`config.mk`:
```
export PLATFORM = sky130hd
export DESIGN_NAME = alu_seq_flat
export DESIGN_NICKNAME = d
export VERILOG_FILES = /design/src/rtl/alu_seq_if.sv /design/src/rtl/alu_seq.sv /design/src/flat_wrapper.sv
export SDC_FILE = /design/constraint.sdc
export NUM_CORES = 1
export LEC_CHECK = 0
export CAP_MARGIN = 20
export CORE_UTILIZATION = 40
export DETAILED_ROUTE_END_ITERATION = 16
export PLACE_DENSITY = 0.59
export SETUP_SLACK_MARGIN = 0.3
export SKIP_CTS_REPAIR_TIMING = 1
export SYNTH_ARGS = -nofsm -noshare
export SYNTH_HDL_FRONTEND = slang
export SYNTH_SLANG_ARGS = --single-unit
```
`constraint.sdc`:
```
create_clock -name clk -period 5.3 [get_ports clk]
set_input_delay 1.06 -clock clk [delete_from_list [all_inputs] [get_ports clk]]
set_output_delay 1.06 -clock clk [all_outputs]
set_load 0.01 [all_outputs]
```
`src/rtl/alu_seq_if.sv`:
```
// Handshake and data bundle between a requester and alu_seq.
// Master issues operations; slave returns result and flags.
interface alu_seq_if #(
  parameter int WIDTH = 8
);
  logic             start;
  logic [2:0]       op;
  logic [WIDTH-1:0] a;
  logic [WIDTH-1:0] b;
  logic             busy;
  logic             done;
  logic [WIDTH-1:0] result;
  logic             Z_out;
  logic             N_out;
  logic             V_out;
  logic             C_out;

  modport master (
    output start, op, a, b,
    input  busy, done, result,
    input  Z_out, N_out, V_out, C_out
  );

  modport slave (
    input  start, op, a, b,
    output busy, done, result,
    output Z_out, N_out, V_out, C_out
  );
endinterface

```
`src/rtl/alu_seq.sv`:
```
// Sequential ALU: single-cycle add/sub/logic/shift,
// iterative shift-add unsigned multiply over WIDTH clocks.
module alu_seq #(
  parameter int WIDTH = 8
) (
  input logic     clk,
  input logic     rst_n,
  alu_seq_if.slave bus
);

  localparam int CW = (WIDTH > 2) ? $clog2(WIDTH) : 1;

  localparam logic [2:0] OP_ADD = 3'b000;
  localparam logic [2:0] OP_SUB = 3'b001;
  localparam logic [2:0] OP_AND = 3'b010;
  localparam logic [2:0] OP_OR  = 3'b011;
  localparam logic [2:0] OP_XOR = 3'b100;
  localparam logic [2:0] OP_SHL = 3'b101;
  localparam logic [2:0] OP_SHR = 3'b110;
  localparam logic [2:0] OP_MUL = 3'b111;

  typedef enum logic {
    IDLE,
    MUL
  } state_t;

  state_t state, state_n;

  logic [2*WIDTH-1:0] mcand, acc, acc_nx;
  logic [WIDTH-1:0]   mplier;
  logic [CW-1:0]      cnt;
  logic               last;

  logic [WIDTH-1:0]   res_q;
  logic               z_q, n_q, v_q, c_q, done_q;

  logic [WIDTH:0]     sum, diff;
  logic [WIDTH-1:0]   s_res;
  logic               s_c, s_v;
  logic               accept, mul_go;

  assign accept = (state == IDLE) && bus.start;
  assign mul_go = accept && (bus.op == OP_MUL);
  assign last   = (cnt == CW'(WIDTH - 1));
  assign acc_nx = acc + (mplier[0] ? mcand : '0);

  // State register
  always_ff @(posedge clk) begin
    if (!rst_n) state <= IDLE;
    else        state <= state_n;
  end

  // Next-state: enter MUL on a multiply start, leave after last step
  always_comb begin
    state_n = state;
    unique case (state)
      IDLE:    if (mul_go) state_n = MUL;
      MUL:     if (last)   state_n = IDLE;
      default: state_n = IDLE;
    endcase
  end

  // Single-cycle result and carry/overflow
  always_comb begin
    sum   = {1'b0, bus.a} + {1'b0, bus.b};
    diff  = {1'b0, bus.a} - {1'b0, bus.b};
    s_res = '0;
    s_c   = 1'b0;
    s_v   = 1'b0;
    unique case (bus.op)
      OP_ADD: begin
        s_res = sum[WIDTH-1:0];
        s_c   = sum[WIDTH];
        s_v   = (bus.a[WIDTH-1] == bus.b[WIDTH-1]) &&
                (sum[WIDTH-1] != bus.a[WIDTH-1]);
      end
      OP_SUB: begin
        s_res = diff[WIDTH-1:0];
        s_c   = diff[WIDTH];
        s_v   = (bus.a[WIDTH-1] != bus.b[WIDTH-1]) &&
                (diff[WIDTH-1] != bus.a[WIDTH-1]);
      end
      OP_AND: s_res = bus.a & bus.b;
      OP_OR:  s_res = bus.a | bus.b;
      OP_XOR: s_res = bus.a ^ bus.b;
      OP_SHL: begin
        s_res = {bus.a[WIDTH-2:0], 1'b0};
        s_c   = bus.a[WIDTH-1];
      end
      OP_SHR: begin
        s_res = {1'b0, bus.a[WIDTH-1:1]};
        s_c   = bus.a[0];
      end
      OP_MUL: s_res = '0;
      default: s_res = '0;
    endcase
  end

  // Datapath: multiply iteration and result/flag registers
  always_ff @(posedge clk) begin
    if (!rst_n) begin
      mcand  <= '0;
      mplier <= '0;
      acc    <= '0;
      cnt    <= '0;
      res_q  <= '0;
      z_q    <= 1'b0;
      n_q    <= 1'b0;
      v_q    <= 1'b0;
      c_q    <= 1'b0;
      done_q <= 1'b0;
    end else begin
      done_q <= 1'b0;
      if (state == IDLE) begin
        if (mul_go) begin
          mcand  <= {{WIDTH{1'b0}}, bus.a};
          mplier <= bus.b;
          acc    <= '0;
          cnt    <= '0;
        end else if (accept) begin
          res_q  <= s_res;
          z_q    <= (s_res == '0);
          n_q    <= s_res[WIDTH-1];
          v_q    <= s_v;
          c_q    <= s_c;
          done_q <= 1'b1;
        end
      end else begin
        acc    <= acc_nx;
        mcand  <= mcand << 1;
        mplier <= mplier >> 1;
        cnt    <= cnt + CW'(1);
        if (last) begin
          res_q  <= acc_nx[WIDTH-1:0];
          z_q    <= (acc_nx[WIDTH-1:0] == '0);
          n_q    <= acc_nx[WIDTH-1];
          v_q    <= |acc_nx[2*WIDTH-1:WIDTH];
          c_q    <= |acc_nx[2*WIDTH-1:WIDTH];
          done_q <= 1'b1;
        end
      end
    end
  end

  assign bus.busy   = (state == MUL);
  assign bus.done   = done_q;
  assign bus.result = res_q;
  assign bus.Z_out  = z_q;
  assign bus.N_out  = n_q;
  assign bus.V_out  = v_q;
  assign bus.C_out  = c_q;

endmodule
```
`src/flat_wrapper.sv`:
```
// flat-port wrapper written by rule: the top's interface ports become plain ports
module alu_seq_flat 
#(
  parameter int WIDTH = 8
)
  (clk, rst_n, bus_start, bus_op, bus_a, bus_b, bus_busy, bus_done, bus_result, bus_Z_out, bus_N_out, bus_V_out, bus_C_out);
  alu_seq_if #(.WIDTH(WIDTH)) bus_i ();
  input logic clk;
  input logic rst_n;
  input wire logic [$bits(bus_i.start)-1:0] bus_start;
  input wire logic [$bits(bus_i.op)-1:0] bus_op;
  input wire logic [$bits(bus_i.a)-1:0] bus_a;
  input wire logic [$bits(bus_i.b)-1:0] bus_b;
  output wire logic [$bits(bus_i.busy)-1:0] bus_busy;
  output wire logic [$bits(bus_i.done)-1:0] bus_done;
  output wire logic [$bits(bus_i.result)-1:0] bus_result;
  output wire logic [$bits(bus_i.Z_out)-1:0] bus_Z_out;
  output wire logic [$bits(bus_i.N_out)-1:0] bus_N_out;
  output wire logic [$bits(bus_i.V_out)-1:0] bus_V_out;
  output wire logic [$bits(bus_i.C_out)-1:0] bus_C_out;
  assign bus_i.start = bus_start;
  assign bus_i.op = bus_op;
  assign bus_i.a = bus_a;
  assign bus_i.b = bus_b;
  assign bus_busy = bus_i.busy;
  assign bus_done = bus_i.done;
  assign bus_result = bus_i.result;
  assign bus_Z_out = bus_i.Z_out;
  assign bus_N_out = bus_i.N_out;
  assign bus_V_out = bus_i.V_out;
  assign bus_C_out = bus_i.C_out;
  alu_seq #(.WIDTH(WIDTH)) u_core (.clk(clk), .rst_n(rst_n), .bus(bus_i));
endmodule
```
==> impl_metrics.yaml <==
setup_path:
  path_class: "input pin to flip-flop"
  cp_max_fo: 5
  r2r-start: "u_core.mplier[0]"
  cpPeakStageDelay_ns: 0.65
  startpoint: "bus_a[0]"
  cp.arrival_ns: 3.97
  timing.critical_path.mode_cell: "nor3_1"
  rr_worst_depth: 10
  worstPathRequired_ns: 5.55
  crit_chain: "clkdlybuf4s50_1 -> inv_1 -> ha_1 -> fa_1 -> nor3_1 -> nor3_1 -> a221oi_1 -> o21ai_1 -> nor4_1 -> a41o_1"
  cp-end-kind: "flip-flop"
  cp-start-kind: "input pin"
  crit_slowest_cell: "clkdlybuf4s50_1"
min_path:
  hp-class: "flip-flop to flip-flop"
  min_from: "u_core.acc[10]"
  whs_path_depth: 2
die:
  design.die.area_sq_um: 12300
  die_h_um: 111
  row_count: 39
  chipWidth_um: 111
  core_sq_um: 11500
  initial_utilization: 0.414
  io_pins: 36
outcome:
  status: "finished clean"
logic_synthesis:
  yosysWarnings: 0
  ys_types: 74
  synth_fp_nets: 675
  yosysTopAreaCellShare: 0.236
  synth-seq-cells: 56
  yosys-top-cells-area: "dfxtp_1 (24%), ha_1 (11%), nand2_1 (7.3%)"
  syn_inst: 609
  netlist_area_sq_um: 4750
  synth_edf_count: 0
  yosys.area.top_type: "dfxtp_1"
  syn_area_per_cell_sq_um: 7.79
  postSynth.asyncResetShare: 0
  seq_area_frac_synth: 0.236
  synth_ff_type: "dfxtp_1"
timing:
  clock-skew-final_ns: 0.0115
  relSlewSlack: 0.439
  setup_ws_ns: 1.58
  hold_ws_ns: 0.468
  hold_violations: 0
  tightest_slew_ns: 0.838
  slew_violations: 0
  finalCritPeriodShare: 0.701
  tns_ns: 0
  setup_viol: 0
  fin_crit_ns: 3.72
  rsz0062_at_grt: "no"
  fmax_mhz: 269
grt:
  grt_max_degree: 49
  grt_pass1_vias: 4366
  grt_antenna_before_repair: 0
  track_usage: 0.221
  grtUsageMet2: 0.354
  grt_overflow: 0
  grt_pass1_wl_mm: 22.3
  grtUsageMet1: 0.299
  grt_busiest_layer: "met2"
  met3_usage: 0.0323
power_and_ir_drop:
  p_leak_nw: 2.26
  power_density_nw_per_um2: 194
  ir_worst_vdd_uv: 135
layout:
  drive_gt1_frac: 0.0598
  layout.cells.non_filler: 762
  nets: 684
  n_fill_cell: 1140
  diodes: 0
  areaGrowthSynthToFinish_pct: 12.2
clock_network:
  cts_made_buffers: 5
  clockRootBuffer: "clkbuf_16"
  cts_tree: "yes"
  clk_pin_slew_worst_paths_ns: 0.08
  clkSinkCount: 56
  clock_path_buffers: 2
  insertion_delay_ns: 0.30
  htreeDepth: 2
routing:
  first_iter_violations: 349
  wl_per_cell_um: 17.4
  dr.pass1.iters: 5
  wl_mm: 13.3
  vias_per_cell: 5.83
  ant_nets: 0
  vias: 4445
  drc: 0
place:
  io_buffers: 35
  dpl.cell_count: 754
  dp.final_hpwl_mm: 10.0
  dp_slack_ns: 1.27
  finalWeightedCongestion: 0.898
run:
  maxCapViolations: 0
[stage by stage]
step / power (mW) / utilization / instance area, sq um
floorplan: 0.609 / - / 4750
global placement: 0.694 / 0.451 / 5170
detailed placement: 0.697 / 0.451 / 5170
CTS: 1.04 / 0.464 / 5320
global route: 1.08 / 0.464 / 5320
finish: 1.03 / 0.464 / 5320
[cells in the final DEF (no fill, tap or decap), drive strengths merged, types with 8 or more instances in the layout]
cell type / Yosys / final
a21boi: 15 / 15
clkdlybuf4s50: 0 / 35
o211ai: 19 / 19
o21ai: 40 / 40
xnor2: 12 / 12
nand3: 10 / 10
dfxtp: 56 / 56
nor2: 17 / 17
ha: 41 / 41
inv: 30 / 31
nor2b: 16 / 16
o211a: 15 / 15
o22ai: 8 / 8
nor3: 8 / 8
a21oi: 33 / 33
and2: 36 / 36
a21o: 12 / 12
nand2: 92 / 92
[metal layers]
metal	vias up	routed length (um)
met5	-	0
met1	2107	6350
met3	25	577
met2	112	5990
li1	2201	-
met4	0	371
[power by group]
part / switching, mW / internal, mW
clock network: 0.164 / 0.180
logic: 0.141 / 0.104
registers: 0.0106 / 0.435
total: 0.316 / 0.719
[cell families (layout without fill, tap and decap cells)]
| group | after synthesis | after routing | share of synthesized area |
|---|---|---|---|
| simple gates | 216 | 216 | 0.230 |
| compound gates | 197 | 197 | 0.303 |
| buf+inv | 70 | 80 | 0.0567 |
| flops | 56 | 56 | 0.236 |
| fa+ha+maj | 44 | 44 | 0.121 |
| xor+xnor | 18 | 18 | 0.0332 |
| mux | 8 | 8 | 0.0206 |
[synth_stat cells, types with 13 or more instances]
master and number:
a21boi_0 13, o21ai_0 35, a21oi_1 33, and2_1 35, o211a_1 15, nor2_1 17, nor2b_1 16, clkbuf_1 34
nand2_1 92, inv_1 30, o211ai_1 19, dfxtp_1 56, ha_1 41
[final timing paths]
kind                            slack (ns)               end
worst min register to register        0.47    u_core.acc[10]
worst min-delay path                  0.47    u_core.acc[10]
worst max register to register        2.04  u_core.bus.V_out
worst max-delay path                  1.58  u_core.bus.Z_out
[state kept, by name, indices dropped and copies added (netlist names)]
name               count
u_core.bus.C_out       1
u_core.bus.result      8
u_core.bus.done        1
u_core.cnt             3
u_core.bus.Z_out       1
u_core.acc            16
u_core.bus.busy        1
u_core.bus.V_out       1
u_core.mcand          16
u_core.mplier          8
[area by class of cell]
| cell class | count | area [sq um] | area share |
|---|---|---|---|
| Clock buffer | 5 | 125 | 0.0235 |
| Clock inverter | 3 | 27.5 | 0.00517 |
| Inverter | 30 | 113 | 0.0212 |
| Multi-Input combinational cell | 483 | 3360 | 0.630 |
| Sequential cell | 56 | 1120 | 0.211 |
| Tap cell | 143 | 179 | 0.0336 |
| Timing Repair Buffer | 42 | 403 | 0.0757 |
[critical path, delay by kind of cell]
family | cells | cell delay [ns]
AND/OR/NAND/NOR | 3 | 0.80
buffers and inverters | 2 | 0.77
AO/OA/AOI/OAI | 3 | 0.67
adder cells (fa/ha/maj) | 2 | 0.68
(Power assumes the default switching activity.)
